<file path="config.mk">
export PLATFORM = sky130hd
export DESIGN_NAME = mem_arbiter
export DESIGN_NICKNAME = d
export VERILOG_FILES = /design/src/rtl/mem_arbiter.sv
export SDC_FILE = /design/constraint.sdc
export NUM_CORES = 1
export LEC_CHECK = 0
export ABC_AREA = 1
export ABC_CLOCK_PERIOD_IN_PS = 1500
export CORE_UTILIZATION = 39
export DETAILED_ROUTE_END_ITERATION = 10
export GPL_ROUTABILITY_DRIVEN = 0
export HOLD_SLACK_MARGIN = 0.1
export MAX_ROUTING_LAYER = met4
export PLACE_DENSITY = 0.74
export SYNTH_ARGS = -nofsm -noshare
export SYNTH_HDL_FRONTEND = slang
export SYNTH_SLANG_ARGS = --single-unit
</file>
<file path="constraint.sdc">
create_clock -name ma_clk -period 1.5 [get_ports ma_clk]
set_input_delay 0.3 -clock ma_clk [delete_from_list [all_inputs] [get_ports ma_clk]]
set_output_delay 0.3 -clock ma_clk [all_outputs]
set_load 0.03 [all_outputs]
</file>
<file path="src/rtl/mem_arbiter.sv">
// mem_arbiter: shares one single-port memory between fetch and data requesters,
// data first with a fetch anti-starvation streak limit and a response timeout. Rev 1.0
`default_nettype none

module mem_arbiter #(
  parameter int AWIDTH_M   = 32,
  parameter int DWIDTH_M   = 32,
  parameter int MAX_STREAK = 4,
  parameter int TIMEOUT    = 64
) (
  input  logic                ma_clk,
  input  logic                ma_rst,
  input  logic                ma_i_if_req,
  input  logic [AWIDTH_M-1:0] ma_i_if_addr,
  output logic                ma_o_if_valid,
  output logic [DWIDTH_M-1:0] ma_o_if_instr,
  input  logic                ma_i_d_req,
  input  logic                ma_i_d_we,
  input  logic [3:0]          ma_i_d_mask,
  input  logic [AWIDTH_M-1:0] ma_i_d_addr,
  input  logic [DWIDTH_M-1:0] ma_i_d_wdata,
  output logic                ma_o_d_valid,
  output logic [DWIDTH_M-1:0] ma_o_d_rdata,
  output logic                ma_o_m_req,
  output logic                ma_o_m_we,
  output logic [3:0]          ma_o_m_mask,
  output logic [AWIDTH_M-1:0] ma_o_m_addr,
  output logic [DWIDTH_M-1:0] ma_o_m_wdata,
  input  logic                ma_i_m_ack,
  input  logic [DWIDTH_M-1:0] ma_i_m_rdata,
  output logic                ma_o_stall_if,
  output logic                ma_o_stall_mem,
  output logic                ma_o_err
);

  localparam logic [3:0] STREAK_MAX = 4'(MAX_STREAK);
  localparam logic [7:0] TCNT_LAST  = 8'(TIMEOUT - 1);

  typedef enum logic [1:0] {
    IDLE    = 2'd0,
    IF_BUSY = 2'd1,
    D_BUSY  = 2'd2,
    RESP    = 2'd3
  } state_t;

  state_t     state, state_nx;
  logic [3:0] streak;
  logic [7:0] tcnt;
  logic       grant_d, grant_if, done, abort;

  always_ff @(posedge ma_clk or negedge ma_rst) begin
    if (!ma_rst) state <= IDLE;
    else         state <= state_nx;
  end

  always_comb begin
    state_nx = state;
    grant_d  = 1'b0;
    grant_if = 1'b0;
    done     = 1'b0;
    abort    = 1'b0;
    case (state)
      IDLE: begin
        if (ma_i_d_req && (!ma_i_if_req || streak < STREAK_MAX)) begin
          grant_d  = 1'b1;
          state_nx = D_BUSY;
        end else if (ma_i_if_req) begin
          grant_if = 1'b1;
          state_nx = IF_BUSY;
        end
      end
      IF_BUSY, D_BUSY: begin
        // ack beats a coinciding timeout
        if (ma_i_m_ack) begin
          done     = 1'b1;
          state_nx = RESP;
        end else if (tcnt == TCNT_LAST) begin
          abort    = 1'b1;
          state_nx = RESP;
        end
      end
      RESP:    state_nx = IDLE;
      default: state_nx = IDLE;
    endcase
  end

  always_ff @(posedge ma_clk or negedge ma_rst) begin
    if (!ma_rst) begin
      streak        <= '0;
      tcnt          <= '0;
      ma_o_m_req    <= 1'b0;
      ma_o_m_we     <= 1'b0;
      ma_o_m_mask   <= '0;
      ma_o_m_addr   <= '0;
      ma_o_m_wdata  <= '0;
      ma_o_if_valid <= 1'b0;
      ma_o_if_instr <= '0;
      ma_o_d_valid  <= 1'b0;
      ma_o_d_rdata  <= '0;
      ma_o_err      <= 1'b0;
    end else begin
      ma_o_if_valid <= 1'b0;
      ma_o_d_valid  <= 1'b0;
      ma_o_err      <= 1'b0;
      if (state == IDLE) begin
        if (!ma_i_if_req || grant_if) streak <= '0;
        else if (grant_d)             streak <= streak + 4'd1;
      end
      if (grant_d) begin
        ma_o_m_req   <= 1'b1;
        ma_o_m_we    <= ma_i_d_we;
        ma_o_m_mask  <= ma_i_d_mask;
        ma_o_m_addr  <= ma_i_d_addr;
        ma_o_m_wdata <= ma_i_d_wdata;
        tcnt         <= '0;
      end else if (grant_if) begin
        ma_o_m_req   <= 1'b1;
        ma_o_m_we    <= 1'b0;
        ma_o_m_mask  <= 4'hF;
        ma_o_m_addr  <= ma_i_if_addr;
        ma_o_m_wdata <= '0;
        tcnt         <= '0;
      end
      if (done || abort) begin
        ma_o_m_req <= 1'b0;
        ma_o_err   <= abort;
        if (state == IF_BUSY) begin
          ma_o_if_valid <= 1'b1;
          ma_o_if_instr <= done ? ma_i_m_rdata : '0;
        end else begin
          ma_o_d_valid <= 1'b1;
          ma_o_d_rdata <= (done && !ma_o_m_we) ? ma_i_m_rdata : '0;
        end
      end else if (state == IF_BUSY || state == D_BUSY) begin
        tcnt <= tcnt + 8'd1;
      end
    end
  end

  assign ma_o_stall_if  = ma_i_if_req & ~ma_o_if_valid;
  assign ma_o_stall_mem = ma_i_d_req & ~ma_o_d_valid;

endmodule

`default_nettype wire

</file>
Word level (Yosys, flattened, before mapping). Index checks and enable logic that the tools add are counted.

Output and inout bits: 139. Logic and storage cells: 83. Input bits: 138. Register bits: 151.

Reduce and logical (&&, ||, !) cells: 17. Bitwise operators: 5. Mux-type cells: 39. Magnitude comparators: 1. Eq/ne operators: 6. $add $sub $neg: 2.

Operator list (count): $mux W32 (6); $mux W8 (4); $mux W1 (20); $mux W4 (4); $add A8 B1 Y8 const B (1); $eq A8 B6 Y1 const B (1); $mux W2 (4); $reduce_and A2 Y1 (4); $ne A3 B3 Y1 const B (2); $pmux W2 S3 (1); $add A4 B1 Y4 const B (1); $eq A2 B2 Y1 const B (2); $logic_or A1 B1 Y1 (4); $lt A4 B3 Y1 const B (1); $reduce_bool A2 Y1 (2); $not A1 Y1 (3); $reduce_bool A3 Y1 (1); $and A1 B1 Y1 (2); $eq A2 B1 Y1 const B (1); $logic_and A1 B1 Y1 (2); $logic_not A1 Y1 (2); $logic_not A2 Y1 (1); $reduce_or A2 Y1 (1).

Depth between registers and ports, before layout. Gate-level depths: netlist (run 1).

Depth in word-level cells: 9. Depth in mapped cells: 10. Mapped depth without buffers: 9.

Least setup slack after synthesis (run 1). Ideal clock, no wire load.

Kind: reg-to-reg. Start point: register state[0]. End point: register ma_o_d_rdata[10]. Slack: -0.077 ns. Period minus slack after synthesis: 1.577 ns. Stages on the path, launching flop included: 11. Data required time: 1.383 ns. Data arrival time: 1.460 ns. Library setup time: 0.117 ns. Buffers on the path: 1. Cells stage by stage: dfrtp_1 > inv_1 > ha_1 > inv_2 > nor2_8 > nand3_2 > nand2_4 > nand2_4 > buf_6 > nand2_2 > nand2_1.

Cells in the longest elaborated chain, start to end: 5. Elaborated cells between the ends (all ways): 10. Classes of those cells: 2 x eq/ne; 3 x mux; 1 x bitwise; 4 x reduce/logical.

Ends and longest elaborated chain: start, declared (line 46) `state_t state, state_nx;`; start signal, assigned (line 53) `else state <= state_nx;`; $eq A2 B1 Y1 or $eq A2 B2 Y1 (tied branches) (line 62, 127); $reduce_or A2 Y1 (line 62) `case (state)`; $mux W1 (line 62); $logic_and A1 B1 Y1 or $logic_or A1 B1 Y1 (tied branches) (line 132, 124); $mux W32 or $reduce_and A2 Y1 (tied branches); end signal, assigned (line 132) `ma_o_d_rdata <= (done && !ma_o_m_we) ? ma_i_m_rdata : '0;`; end, declared (line 23) `output logic [DWIDTH_M-1:0] ma_o_d_rdata,`.

Several ways; a longest one is shown, not always the timed one. A chain may end at the register's enable or synchronous reset.

Worst setup path in the final report (run 1).
Start point: register state[0]. End point: register ma_o_d_rdata[29].

The elaborated chain is that of the path after synthesis.

==> flow_summary_export.csv, run 1 <==
group,metric,value,unit
logic_synthesis,syn_area_per_cell,8.13,µm²
floorplanning,die_h,134,µm
logic_synthesis,syn_area,6770,µm²
drt,totalWireLength,20.3,mm
flow_run,drv_cap,0,
critical_path,ff2ff_setup_slack,-10,ps
status,run_status,"finished with violations",
logic_synthesis,syn-instance-count,833,
logic_synthesis,synth_nets,975,
cells_and_area,fin_cells,1382,
drt,ant_nets,0,
place,dpl.hpwl,14.1,mm
timing,whs,351,ps
logic_synthesis,synth.area.top_cells,"dfrtp_1 56%, nand2_1 23%, inv_1 4.5%",
critical_path,crit_slowest_cell,"dfrtp_1",
logic_synthesis,ys_types,28,
power,irDropWorstVdd,1.01,mV
cells_and_area,fillCellCount,1431,
timing,tightest_slew,375,ps
power,power_per_cell_area,2180,nW/µm²
critical_path,cp_max_fo,10,
timing,clock_skew,13.3,ps
timing,hold_violations,0,
clock_network,cts_max_level,4,
logic_synthesis,ys_ff_latch,151,
timing,tns,-48.8,ps
critical_path,worstSetupPathType,"flop to flop",
global_routing,grt_pass1_vias,6491,
logic_synthesis,yosysWarnings,0,
logic_synthesis,synth.yosys.seq_area_share,0.558,
floorplanning,std_cell_rows,47,
floorplanning,initial_core_util,0.404,
logic_synthesis,yosys.area.top_type,"dfrtp_1",
global_routing,grt_max_degree,42,
critical_path,crit_top_cell,"nand2_4",
critical_path,cpLargestDelayFamily,"simple AND/OR/NAND/NOR gates",
critical_path,cp-start-kind,"flop",
timing,setup_viol,7,
clock_network,cts_sinks,151,
timing,fin_crit,1510,ps
timing,max-slew-margin-rel,0.750,
critical_path,arrival,1820,ps
global_routing,grt.total_usage,0.241,
clock_network,cts-root-buf,"clkbuf_16",
clock_network,clock_path_buffers,2,
status,violations,"negative setup slack",
critical_path,cp.buffers_inverters,3,
critical_path,path_cells,"inv_2, ha_4, inv_4, nor2_8, nand3_4, nand2_4, nand2_4, clkbuf_16, nand2_2, nand2_1",
drt,vias,6472,
clock_network,path_clk_slew,60,ps
timing,worst_slack,-10.1,ps
timing,drv_slew,0,
floorplanning,pin_count,277,
critical_path,cp.required,1810,ps
power,power,23.5,mW
global_routing,grt_pass1_wl,32.7,mm
cells_and_area,final_layout_size_suffix_gt1_frac,0.158,
drt,vias_per_cell,4.68,
timing,timing.final.crit_share,1.01,
global_routing,gr-total-overflow,0,
critical_path,endpoint_kind,"flop",
logic_synthesis,synth_top_area_frac,0.558,
drt,dr.pass1.iters,4,
power,leakagePower,5.76,nW
cells_and_area,layout.nets,1291,
floorplanning,die-area,17900,µm²
drt,wl_per_cell,14.7,µm
clock_network,cts_buffers,17,
drt,drc,0,
clock_network,cts_tree,"built",
place,dpl_worst_slack,-302,ps
clock_network,clock_latency,420,ps
place,port_buffers,276,
place,dp_cells,1341,
drt,drtIter0Drc,374,
critical_path,slowest_delay,360,ps
timing,max_freq,662,MHz
cells_and_area,area_delta_synth_final,59.5,%
hold_path,hold_class,"input port to asynchronous set/reset pin",
floorplanning,coreArea,16800,µm²
global_routing,antenna_found_initial,0,
floorplanning,die_w,134,µm
timing,rsz0062_at_grt,"yes",
cells_and_area,n_antenna_cell,0,
sequential cells by signal, indices dropped and copies added, names as in the netlist:
signal and cells:
ma_o_d_rdata 32, ma_o_d_valid 1, ma_o_err 1, ma_o_if_instr 32, ma_o_if_valid 1, ma_o_m_addr 32
ma_o_m_mask 4, ma_o_m_req 1, ma_o_m_wdata 32, ma_o_m_we 1, state 2, streak 4
tcnt 8
cells by family after synthesis:
logic type      count (synthesis)  share of synthesized area
buf+inv                       126                     0.0828
simple gates                  534                      0.334
xor+xnor                        2                    0.00259
fa+ha+maj                       4                    0.00739
compound gates                 16                     0.0146
flops                         151                      0.558
power by group:
group,internal [mW],total [mW],switching [mW],leakage (nW)
Combinational,4.56,12.3,7.76,3.55
Sequential,5.82,6.81,0.988,1.91
Clock,2.67,4.42,1.75,0.301
Total,13.0,23.5,10.5,5.76
cell usage after synthesis:
cell type  instances
a21o_1             1
a21oi_1            2
buf_2             19
buf_4              5
buf_6              6
clkbuf_1          12
dfrtp_1          151
ha_1               4
inv_1             81
inv_2              3
nand2_1          411
nand2_2           20
nand2_4            3
nand3_1           48
nand3_2            2
nand4_1           33
nor2_1            12
nor2_2             3
nor2_4             1
nor2_8             1
o21ai_0            5
o21ai_1            2
o21ai_2            1
o21bai_1           1
o22a_1             2
o22ai_1            2
xnor2_1            1
xor2_1             1
worst paths after layout:
path                                  start               end  depth (start not counted)
hold reg to reg            ma_o_d_rdata[15]  ma_o_d_rdata[15]                          2
setup / recovery                   state[0]  ma_o_d_rdata[29]                         10
max in group asynchronous            ma_rst    ma_o_m_addr[5]                          3
setup reg to reg                   state[0]  ma_o_d_rdata[29]                         10
min in group ma_clk        ma_i_d_wdata[15]  ma_o_m_wdata[15]                          3
hold / removal                       ma_rst  ma_o_if_instr[9]                          2
per-stage QoR:
stage          utilization  instance area (µm²)
6_report             0.644                10800
5_1_grt              0.644                10800
4_1_cts              0.643                10800
3_5_place_dp         0.610                10200
3_3_place_gp         0.610                10200
2_1_floorplan            -                 6790
cell usage in the layout, fill, tap and decap left out, types with 3 or more instances in the layout:
master           instances
o21ai_0                  4
inv_1                   78
clkinv_4                 3
clkdlybuf4s15_2          7
clkbuf_16               20
clkdlybuf4s15_1         71
clkbuf_2                34
nand2_2                 25
dfrtp_1                151
buf_12                  19
clkinv_2                 4
nand2_4                  3
nor2_1                  12
dlygate4sd2_1           26
buf_4                   42
clkdlybuf4s50_1        134
nand4_1                 33
bufinv_16                3
inv_6                    3
nand2_1                406
nand3_1                 48
inv_2                    5
layout make-up:
| cell class | count | area (µm²) | share of cell area |
|---|---|---|---|
| Clock buffer | 18 | 439 | 0.0407 |
| Clock inverter | 14 | 170 | 0.0158 |
| Inverter | 84 | 318 | 0.0294 |
| Multi-Input combinational cell | 556 | 2480 | 0.230 |
| Sequential cell | 151 | 3780 | 0.350 |
| Tap cell | 220 | 275 | 0.0255 |
| Timing Repair Buffer | 339 | 3330 | 0.309 |
worst register-to-register path: cells and delay by family (launching register included):
family                     cells  cell delay (ps)
adders and majority gates      1              280
buffers and inverters          3              290
DFF                            1              360
and+or+nand+nor                6              480
per-layer routing:
| metal | up-vias | track usage | part of all wire |
|---|---|---|---|
| li1 | 3189 | - | - |
| met2 | 197 | 0.396 | 0.51 |
| met1 | 3050 | 0.291 | 0.42 |
| met5 | - | - | 0 |
| met3 | 36 | 0.0441 | 0.045 |
| met4 | 0 | 0.102 | 0.028 |
timing repair:
item,in CTS,in global routing
resized for setup,210,92
setup buffers,0,4
gates cloned,0,4
pin swaps,1,2
hold endpoints to repair,28,0
hold buffers,1,0
endpoints found under the setup margin,186,171
No activity file was read; power rests on OpenSTA's default activity.
==> run 2, diff against run 1 <==
- MAX_ROUTING_LAYER: met4 -> not set
==> run 2 against run 1 <==
Compared with the run above:
- the flow still finishes with violations (negative setup slack)
- routed wire length up 0.54%
- critical path depth unchanged
- cell count unchanged
- highest routed layer unchanged
- sequential share of layout area about the same
- largest cell class unchanged
==> flow_summary_export.csv, run 2 (synthesis results as in run 1) <==
group,metric,value,unit
cells_and_area,n_antenna_cell,0,
global_routing,grt.total_usage,0.233,
power,irDropWorstVdd,0.994,mV
drt,drtIter0Drc,393,
timing,tightest_slew,379,ps
critical_path,cp.required,1800,ps
global_routing,grt_max_degree,42,
drt,wl_per_cell,14.8,µm
power,power_per_cell_area,2180,nW/µm²
clock_network,cts_tree,"built",
clock_network,cts_buffers,17,
timing,timing.final.crit_share,1.00,
global_routing,grt_pass1_wl,32.7,mm
floorplanning,coreArea,16800,µm²
hold_path,hold_class,"input port to asynchronous set/reset pin",
critical_path,cp-start-kind,"flop",
floorplanning,die-area,17900,µm²
timing,setup_viol,5,
timing,fin_crit,1500,ps
global_routing,gr-total-overflow,0,
clock_network,cts-root-buf,"clkbuf_16",
timing,worst_slack,-4.57,ps
critical_path,arrival,1810,ps
cells_and_area,fillCellCount,1437,
flow_run,drv_cap,0,
cells_and_area,layout.nets,1291,
power,leakagePower,5.76,nW
cells_and_area,fin_util,0.643,
drt,drc,0,
timing,tns,-12.7,ps
cells_and_area,final_layout_size_suffix_gt1_frac,0.161,
drt,ant_nets,0,
timing,clock_skew,13.3,ps
place,port_buffers,276,
global_routing,antenna_found_initial,0,
drt,vias_per_cell,4.68,
floorplanning,die_h,134,µm
floorplanning,std_cell_rows,47,
critical_path,cp_max_fo,10,
timing,hold_violations,0,
clock_network,clock_path_buffers,2,
drt,totalWireLength,20.5,mm
timing,drv_slew,0,
drt,vias,6468,
clock_network,cts_sinks,151,
drt,dr.pass1.iters,5,
critical_path,worstSetupPathType,"flop to flop",
clock_network,path_clk_slew,60,ps
floorplanning,pin_count,277,
global_routing,grt_pass1_vias,6496,
floorplanning,initial_core_util,0.404,
status,run_status,"finished with violations",
critical_path,endpoint_kind,"flop",
timing,max_freq,665,MHz
clock_network,clock_latency,420,ps
cells_and_area,layout_commonest_cell,"nand2_1",
timing,max-slew-margin-rel,0.747,
floorplanning,die_w,134,µm
cells_and_area,area_delta_synth_final,59.3,%
timing,rsz0062_at_grt,"yes",
cells_and_area,final_cell_mix,"406 x nand2_1, 151 x dfrtp_1, 134 x clkdlybuf4s50_1",
place,dpl.hpwl,14.1,mm
clock_network,cts_max_level,4,
status,violations,"negative setup slack",
-- run 2: cell count changes in the layout (fill, tap and decap cells not counted) --
cell / previous run / this run
clkdlybuf4s15_1: 71 / 68
inv_4: 1 / 2
clkbuf_2: 34 / 37
inv_2: 5 / 4
-- run 2: area by class of cell --
class | count | area [µm²] | area share
repair buffers | 339 | 3320 | 0.308
clock inverters | 14 | 170 | 0.0158
inverters | 84 | 320 | 0.0297
multi-input cells | 556 | 2480 | 0.230
clock buffers | 18 | 439 | 0.0407
well taps | 220 | 275 | 0.0255
flip-flops and latches | 151 | 3780 | 0.350
-- run 2: per-layer routing --
metal	track usage	up-vias	share of wire	wire, µm
met2	0.396	194	0.50	10300
met4	0.102	0	0.029	599
li1	-	3190	-	-
met1	0.286	3047	0.42	8550
met5	0	-	0	0
met3	0.0491	37	0.050	1010
-- run 2: metrics by stage --
stage          setup WS, ps  hold WS, ps  power (mW)  area, µm²  instances
5_1_grt                -114          376        25.0      10800       1382
3_5_place_dp           -302          229        19.9      10200       1341
2_1_floorplan          5.39         4.41        14.0       6790        833
4_1_cts               -15.3          348        23.5      10800       1374
3_3_place_gp           -268          218        19.7      10200       1341
6_report              -4.57          356        23.6      10800       1382
-- run 2: power breakdown --
| part | switching (mW) | internal (mW) | leakage [nW] |
|---|---|---|---|
| Sequential | 0.991 | 5.82 | 1.91 |
| Clock | 1.74 | 2.67 | 0.301 |
| Combinational | 7.77 | 4.55 | 3.55 |
-- run 2: timing repair --
item | CTS | global route
setup endpoints to repair | 186 | 171
hold buffers | 1 | 0
cloned | 0 | 4
pin swaps | 1 | 3
buffers inserted | 0 | 4
gates resized for setup | 210 | 96
endpoints found under the hold margin | 28 | 0
-- run 2: final timing paths --
kind	from	to	slack (ps)	cells past startpoint
worst min-delay path	ma_rst	ma_o_if_instr[9]	360	2
worst max register to register	state[0]	ma_o_d_rdata[29]	-5	10
min in group ma_clk	ma_i_d_wdata[16]	ma_o_m_wdata[16]	420	3
worst min register to register	ma_o_d_rdata[15]	ma_o_d_rdata[15]	470	2
worst max-delay path	state[0]	ma_o_d_rdata[29]	-5	10
max in group asynchronous	ma_rst	ma_o_m_wdata[6]	600	3
-- run 2: worst max-delay path, cell delays in order, from the launching register on --
cell and delay [ps]:
dfrtp_1 360, inv_2 50, ha_4 280, inv_4 50, nor2_8 100, nand3_4 80
nand2_4 100, nand2_4 90, clkbuf_16 190, nand2_2 50, nand2_1 50
==> run 3, diff against run 2 <==
--- a/config.mk
+++ b/config.mk
@@ -8,4 +8,5 @@
 export ABC_AREA = 1
 export ABC_CLOCK_PERIOD_IN_PS = 1500
+export CAP_MARGIN = 10
 export CORE_UTILIZATION = 39
 export DETAILED_ROUTE_END_ITERATION = 10
==> constraint.sdc (replaced) <==
create_clock -name ma_clk -period 1.5 [get_ports ma_clk]
set_input_delay 0.3 -clock ma_clk [delete_from_list [all_inputs] [get_ports ma_clk]]
set_output_delay 0.3 -clock ma_clk [all_outputs]
set_load 0.02 [all_outputs]
==> run 3 against run 2 <==
Compared with the run above:
- the run still ends with negative setup slack left
- critical endpoint is now ma_o_d_rdata[4]
- flip-flop and latch count stayed put
- design area is 5.8% higher
- die area stayed put
- via count is 2.0% higher
- utilization is 3.8 points higher
==> flow_summary_export.csv, run 3 (synthesis results as in run 1) <==
group,metric,value,unit
status,run_status,"finished with violations",
status,violations,"negative setup slack",
power,p_int,13.5,mW
place,port_buffers,276,
drt,drtIter0Drc,337,
clock_network,cts_max_level,4,
cells_and_area,area_delta_synth_final,68.6,%
cells_and_area,area.sequential,3780,µm²
power,power_frac_seq,0.294,
timing,setup_viol,70,
critical_path,r2r-end,"ma_o_d_rdata[4]",
critical_path,crit_slowest_cell,"dfrtp_1",
timing,timing.final.crit_share,1.11,
clock_network,cts-root-buf,"clkbuf_16",
hold_path,hold_class,"input port to asynchronous set/reset pin",
clock_network,clock_path_buffers,2,
power,power_per_cell_area,2060,nW/µm²
floorplanning,pin_count,277,
clock_network,cts_tree,"built",
drt,drc,0,
global_routing,grt_pass1_wl,33.1,mm
drt,ant_nets,0,
cells_and_area,fillCellCount,1345,
critical_path,worstSetupPathType,"flop to flop",
drt,vias,6598,
cells_and_area,final_cell_mix,"334 x nand2_1, 151 x dfrtp_1, 136 x clkdlybuf4s50_1",
timing,clock_skew,10.4,ps
timing,drv_slew,0,
drt,totalWireLength,21.6,mm
critical_path,cpLargestDelayFamily,"simple AND/OR/NAND/NOR gates",
clock_network,cts_buffers,17,
drt,vias_per_cell,4.76,
cells_and_area,finalInstanceArea,11400,µm²
critical_path,cp.required,1810,ps
global_routing,grt_max_degree,46,
power,combPwrFrac,0.528,
global_routing,grt.total_usage,0.237,
power,swShare,0.428,
clock_network,clock_latency,420,ps
timing,tightest_slew,349,ps
timing,max_freq,603,MHz
critical_path,arrival,1970,ps
floorplanning,die_w,134,µm
critical_path,slowest_delay,360,ps
critical_path,path_cells,"inv_2, ha_4, inv_4, nor2_8, nand3_4, nand2_8, nand2_8, clkbuf_16, nand2_2, nand2_1",
critical_path,cp.buffers_inverters,3,
power,clkPwrFrac,0.178,
power,p_sw,10.1,mW
critical_path,cp-start-kind,"flop",
global_routing,grt_pass1_vias,6649,
critical_path,cp_max_fo,8,
power,irDropWorstVdd,0.985,mV
timing,rsz0062_at_grt,"yes",
timing,hold_violations,0,
floorplanning,initial_core_util,0.404,
critical_path,reg2reg_depth,10,
cells_and_area,layout.nets,1295,
flow_run,drv_cap,0,
critical_path,crit_top_cell,"nand2_8",
clock_network,cts_sinks,151,
floorplanning,coreArea,16800,µm²
critical_path,ff2ff_setup_slack,-160,ps
place,dpl.hpwl,13.6,mm
cells_and_area,n_antenna_cell,0,
cells_and_area,layout_commonest_cell,"nand2_1",
floorplanning,die_h,134,µm
floorplanning,std_cell_rows,47,
power,leakagePower,6.07,nW
critical_path,r2r_start,"state[1]",
timing,max-slew-margin-rel,0.768,
cells_and_area,final_layout_size_suffix_gt1_frac,0.196,
timing,whs,334,ps
global_routing,antenna_found_initial,0,
place,dpl_cell_area,10200,µm²
timing,tns,-7670,ps
global_routing,gr-total-overflow,0,
floorplanning,die-area,17900,µm²
critical_path,endpoint_kind,"flop",
drt,dr.pass1.iters,4,
clock_network,path_clk_slew,70,ps
cells_and_area,multi_input_area,2850,µm²
timing,worst_slack,-158,ps
timing,fin_crit,1660,ps
drt,wl_per_cell,15.5,µm
## run 3: cell types whose count changed in the layout (fill, tap and decap cells not counted), moves of 7 or more
cell | previous run | this run
buf_4 | 42 | 31
clkdlybuf4s15_1 | 68 | 19
dlygate4sd2_1 | 26 | 114
nand2_1 | 406 | 334
nand2_4 | 3 | 24
clkbuf_2 | 37 | 4
nand2_2 | 25 | 73
clkdlybuf4s15_2 | 7 | 0
## run 3: worst max path at each step
stage	startpoint	endpoint	depth (start not counted)
2_1_floorplan	state[0]	ma_o_d_rdata[10]	10
3_3_place_gp	ma_i_if_req	ma_o_stall_if	4
3_5_place_dp	ma_i_if_req	ma_o_stall_if	4
4_1_cts	state[1]	ma_o_d_rdata[18]	10
5_1_grt	state[1]	ma_o_d_rdata[4]	10
6_report	state[1]	ma_o_d_rdata[4]	10
## run 3: what timing repair did
action	in CTS	in global routing
setup endpoints to repair	157	78
hold buffers	1	0
gates cloned	6	6
buffers inserted	0	5
pin swaps	4	17
hold endpoints to repair	56	0
gates resized for setup	148	152
## run 3: cell type report
type / count / share of cell area
Timing Repair Buffer: 343 / 0.316
Inverter: 84 / 0.0285
Sequential cell: 151 / 0.331
Clock inverter: 14 / 0.0123
Multi-Input combinational cell: 556 / 0.250
Tap cell: 220 / 0.0241
Clock buffer: 18 / 0.0385
## run 3: metrics by stage
stage	setup slack, ps	total power, mW	util	instances
floorplan	7.67	12.8	-	833
global route	-231	25.0	0.681	1386
finish	-158	23.6	0.681	1386
global placement	-440	18.5	0.611	1336
CTS	-115	22.3	0.647	1375
detailed placement	-400	18.7	0.611	1336
## run 3: power by group through the flow
stage                     sequential, mW  clock, mW  combinational [mW]
after floorplan                     8.76          0                4.00
after global placement              6.76          0                11.8
after detailed placement            6.79          0                12.0
after CTS                           6.70       4.29                11.3
after global routing                7.12       4.45                13.4
final                               6.92       4.19                12.4
## run 3: worst reg2reg max path: stages (launching register included)
cell	delay [ps]
dfrtp_1	360
inv_2	60
ha_4	290
inv_4	50
nor2_8	130
nand3_4	110
nand2_8	120
nand2_8	110
clkbuf_16	200
nand2_2	60
nand2_1	60
## run 3: routing by layer
layer / GRT usage / wire length (µm) / up-vias
li1: - / - / 3199
met1: 0.277 / 8490 / 3110
met2: 0.408 / 10800 / 235
met3: 0.0616 / 1450 / 54
met4: 0.106 / 772 / 0
met5: 0 / 0 / -
